File: src/rtl/serpent_xts_encrypt_sector.sv
// XTS-mode sector encryptor sequencing an external Serpent block core.
// Encrypts the sector tweak once, then runs P^T -> core -> ^T for each block while stepping T by alpha.
module serpent_xts_encrypt_sector #(
    parameter int CNT_W = 6
) (
    input  logic             i_clk,
    input  logic             i_rstn,
    input  logic             i_start,
    input  logic [127:0]     i_sector,
    input  logic [CNT_W-1:0] i_num_blocks,
    input  logic [127:0]     i_data,
    input  logic             i_data_valid,
    output logic             o_data_ready,
    output logic [127:0]     o_data,
    output logic             o_data_valid,
    input  logic             i_data_ready,
    output logic             o_cipher_start,
    output logic             o_cipher_key_sel,
    output logic [127:0]     o_cipher_data,
    input  logic [127:0]     i_cipher_data,
    input  logic             i_cipher_valid,
    output logic             o_busy,
    output logic             o_done
);

    typedef enum logic [2:0] {IDLE, TWEAK, LOAD, CIPHER, OUT} state_t;

    state_t             state_q, state_d;
    logic [127:0]       tweak_q;
    logic [CNT_W-1:0]   cnt_q;

    // Multiply by the primitive element in GF(2^128), reduction polynomial x^128+x^7+x^2+x+1.
    function automatic logic [127:0] mul_alpha(input logic [127:0] t);
        return {t[126:0], 1'b0} ^ (t[127] ? 128'h87 : 128'h0);
    endfunction

    assign o_data_ready = (state_q == LOAD);
    assign o_busy       = (state_q != IDLE);

    always_comb begin
        state_d = state_q;
        case (state_q)
            IDLE:    if (i_start && i_num_blocks != '0) state_d = TWEAK;
            TWEAK:   if (i_cipher_valid) state_d = LOAD;
            LOAD:    if (i_data_valid) state_d = CIPHER;
            CIPHER:  if (i_cipher_valid) state_d = OUT;
            OUT:     if (i_data_ready) state_d = (cnt_q == CNT_W'(1)) ? IDLE : LOAD;
            default: state_d = IDLE;
        endcase
    end

    always_ff @(posedge i_clk or negedge i_rstn) begin
        if (!i_rstn) begin
            state_q <= IDLE;
        end else begin
            state_q <= state_d;
        end
    end

    always_ff @(posedge i_clk or negedge i_rstn) begin
        if (!i_rstn) begin
            tweak_q          <= '0;
            cnt_q            <= '0;
            o_data           <= '0;
            o_data_valid     <= 1'b0;
            o_cipher_start   <= 1'b0;
            o_cipher_key_sel <= 1'b0;
            o_cipher_data    <= '0;
            o_done           <= 1'b0;
        end else begin
            o_cipher_start <= 1'b0;
            o_done         <= 1'b0;
            case (state_q)
                IDLE: begin
                    if (i_start) begin
                        if (i_num_blocks != '0) begin
                            cnt_q            <= i_num_blocks;
                            o_cipher_data    <= i_sector;
                            o_cipher_key_sel <= 1'b1;
                            o_cipher_start   <= 1'b1;
                        end else begin
                            o_done <= 1'b1;
                        end
                    end
                end
                TWEAK: begin
                    if (i_cipher_valid) tweak_q <= i_cipher_data;
                end
                LOAD: begin
                    if (i_data_valid) begin
                        o_cipher_data    <= i_data ^ tweak_q;
                        o_cipher_key_sel <= 1'b0;
                        o_cipher_start   <= 1'b1;
                    end
                end
                CIPHER: begin
                    if (i_cipher_valid) begin
                        o_data       <= i_cipher_data ^ tweak_q;
                        o_data_valid <= 1'b1;
                    end
                end
                OUT: begin
                    // Output is held until downstream takes it; only then advance the tweak.
                    if (i_data_ready) begin
                        o_data_valid <= 1'b0;
                        tweak_q      <= mul_alpha(tweak_q);
                        cnt_q        <= cnt_q - CNT_W'(1);
                        if (cnt_q == CNT_W'(1)) o_done <= 1'b1;
                    end
                end
                default: ;
            endcase
        end
    end

endmodule

File: config.mk
export PLATFORM = sky130hd
export DESIGN_NAME = serpent_xts_encrypt_sector
export DESIGN_NICKNAME = d
export VERILOG_FILES = /design/src/rtl/serpent_xts_encrypt_sector.sv
export SDC_FILE = /design/constraint.sdc
export NUM_CORES = 1
export LEC_CHECK = 0
export ABC_AREA = 1
export CORE_AREA = 3 3 258 260
export CTS_BUF_LIST = sky130_fd_sc_hd__clkbuf_16
export CTS_CLUSTER_SIZE = 12
export DETAILED_ROUTE_END_ITERATION = 8
export DIE_AREA = 0 0 261 263
export PLACE_DENSITY = 0.7
export SYNTH_ARGS = -nofsm -noshare
export SYNTH_HDL_FRONTEND = slang
export SYNTH_SLANG_ARGS = --single-unit
File: constraint.sdc
create_clock -name i_clk -period 3 [get_ports i_clk]
set_clock_uncertainty 0.1 [all_clocks]
set_input_delay 0.45 -clock i_clk [delete_from_list [all_inputs] [get_ports i_clk]]
set_output_delay 0.45 -clock i_clk [all_outputs]
set_load 0.01 [all_outputs]
==> results.sh <==
export IMPL_cts_buffer_depth=3
export IMPL_postPlaceCellArea_um2=27400
export IMPL_ys_seq_area_share_pct=49.5
export IMPL_p_per_area_nw_per_um2=996
export IMPL_drtIter0Drc=1323
export IMPL_cts_sink_count=397
export IMPL_cts_htree_levels=2
export IMPL_gr_usage_all_layers_pct=19.7
export IMPL_worst_pin_slew_ps=961
export IMPL_avgSynthCellArea_um2=8.19
export IMPL_setup_worst_path_start_class="register"
export IMPL_synthesis_area_um2=20100
export IMPL_grt_pass1_wl_mm=106
export IMPL_start_util_pct=31.2
export IMPL_fmax_mhz=380
export IMPL_cts_root_buf="clkbuf_16"
export IMPL_yosysTopAreaCell="dfrtp_1"
export IMPL_synth_common_cells="812 x nand2_1, 472 x o21ai_0, 397 x dfrtp_1"
export IMPL_cts_made_buffers=47
export IMPL_rsz0062_at_grt="false"
export IMPL_setup_viol=0
export IMPL_vias=18300
export IMPL_antenna_found_initial=6
export IMPL_clock_latency_ps=570
export IMPL_finalMaxSlewViolations=0
export IMPL_layout_drive_gt1_share_pct=3.77
export IMPL_cts_clk_slew_worst_paths_ps=60
export IMPL_core_area_um2=64300
export IMPL_netlist_instances=2452
export IMPL_synth_seq_cells=397
export IMPL_place_gp_congestion=0.847
export IMPL_synth_flop_cell="dfrtp_1"
export IMPL_leakagePower_nw=12.9
export IMPL_die_y_um=263
export IMPL_holdWs_ps=343
export IMPL_die_area_um2=68600
export IMPL_hold_class="in2async"
export IMPL_post_cts_setup_buffer_count=0
export IMPL_grt_ovfl_total=0
export IMPL_crit_fanout=6
export IMPL_cp_required_ps=2450
export IMPL_synth_area_leaders="dfrtp_1 49%, nand2_1 15%, o21ai_0 12%, xnor2_1 11%, nand3_1 3.5%"
export IMPL_synthArstFlopShare_pct=100
export IMPL_antenna_left=0
export IMPL_nNetsFinal=3436
export IMPL_power_total_mw=28.8
export IMPL_max_slew_margin_pct=36.0
export IMPL_syn_nets=2850
export IMPL_period_minus_slack_ps=2630
export IMPL_yosysMostFrequentCell="nand2_1"
export IMPL_port_buffers=657
export IMPL_drv_cap=0
export IMPL_ys_types=25
export IMPL_via_per_inst=4.64
export IMPL_fillers=6211
export IMPL_grt_pass1_vias=17800
export IMPL_cp_data_arrival_time_ps=2080
export IMPL_dr_pass1_iters=5
export IMPL_setup_worst_path_class="reg2out"
export IMPL_post_route_period_util_pct=87.8
export IMPL_status="completed"
export IMPL_cts_repair_resized=0
export IMPL_routedWlPerCell_um=17.7
export IMPL_rows=93
export IMPL_yosysTopAreaCellShare_pct=49.5
export IMPL_cts_hold_buf=1
export IMPL_grt_max_degree=143
export IMPL_ys_warn_count=0
export IMPL_crit_path_end_kind="primary output"
export IMPL_fin_setup_tns_ps=0
export IMPL_area_growth_pct=44.0
export IMPL_pin_count=658
export IMPL_vdd_drop_max_mv=0.486
export IMPL_synth_edff_count=0
export IMPL_place_hpwl_mm=49.9
export IMPL_die_w_um=261
export IMPL_route_detailed_drc=0
export IMPL_hold_viol_final=0
export IMPL_finalWirelength_mm=69.5
export IMPL_postLayoutCellArea_um2=28900
export IMPL_cts_tree="yes"
==> worst paths after layout <==
kind	endpoint	cells past startpoint	start	slack, ps
max	o_data_ready	4	state_q[2]$_DFFE_PN0P_	370
min	tweak_q[49]$_DFFE_PN0P_	2	i_rstn	340
max reg2reg	o_cipher_data[49]$_DFFE_PN0P_	7	state_q[2]$_DFFE_PN0P_	680
min reg2reg	o_data[56]$_DFFE_PN0P_	2	o_data[56]$_DFFE_PN0P_	380
max in group asynchronous	o_cipher_data[55]$_DFFE_PN0P_	3	i_rstn	1680
min in group i_clk	o_data[56]$_DFFE_PN0P_	2	o_data[56]$_DFFE_PN0P_	380
==> stage by stage <==
stage	utilization (%)	cells	worst slack, ps
5_1_grt	44.9	3933	275
3_5_place_dp	42.6	3843	538
6_report	44.9	3933	366
4_1_cts	44.9	3929	305
2_1_floorplan	-	2452	1430
3_3_place_gp	42.6	3843	577
==> placed cells by master (no fill, tap or decap), drive strengths merged <==
cell type | synthesis | layout
o21a | 4 | 4
a21oi | 5 | 5
bufinv | 0 | 4
xnor2 | 259 | 259
inv | 140 | 148
buf | 103 | 36
clkinvlp | 0 | 1
nand4 | 4 | 4
nand3b | 1 | 1
clkbuf | 53 | 47
o22ai | 1 | 1
diode | 0 | 4
dlygate4sd3 | 0 | 1
nand3 | 141 | 141
nand2 | 816 | 816
clkinv | 0 | 25
nor2 | 15 | 15
ha | 2 | 2
clkdlybuf4s50 | 0 | 656
o21ai | 511 | 511
dfrtp | 397 | 397
==> logic make-up (layout without fill, tap and decap cells) <==
| logic type | after synthesis | count (layout) | synth area share (%) |
|---|---|---|---|
| AND/OR/NAND/NOR | 977 | 977 | 19.4 |
| AO/OA/AOI/OAI | 521 | 521 | 13.1 |
| flip-flops | 397 | 397 | 49.5 |
| buffers and inverters | 296 | 918 | 6.66 |
| XOR/XNOR | 259 | 259 | 11.3 |
| adder cells (fa/ha/maj) | 2 | 2 | 0.125 |
| other | 0 | 4 | 0 |
==> routing by layer <==
metal / wire length [um] / global-route usage [%] / part of all wire, %
met2: 33100 / 32.6 / 48
met1: 29300 / 25.3 / 42
met4: 2100 / 6.55 / 3.0
met5: 27 / 0 / 0.039
met3: 5020 / 4.61 / 7.2
==> area by class of cell <==
class / count / area (um2) / area share (%)
Antenna cell: 4 / 10.0 / 0.0346
Clock buffer: 47 / 1180 / 4.07
Clock inverter: 38 / 279 / 0.965
Inverter: 140 / 531 / 1.84
Multi-Input combinational cell: 1759 / 8860 / 30.6
Sequential cell: 397 / 9930 / 34.4
Tap cell: 855 / 1070 / 3.70
Timing Repair Buffer: 693 / 7050 / 24.4
==> registers in the layout, summed over array words and instances, names as in the netlist <==
signal            cells
o_data              128
o_cipher_data       128
o_cipher_start        1
o_done                1
o_cipher_key_sel      1
tweak_q             128
cnt_q                 6
state_q               3
o_data_valid          1
==> critical path, stage by stage, from the launching register on <==
cell and delay [ps]:
dfrtp_1 460, inv_2 140, nand2_2 90, nor2_4 220, clkdlybuf4s50_1 620
==> report_power, final <==
part           total [mW]  internal (mW)  switching (mW)
clock network        5.51           3.18            2.32
registers            10.1           7.90            2.20
logic                13.2           6.34            6.85
total                28.8           17.4            11.4
No activity file was read; power rests on OpenSTA's default activity.
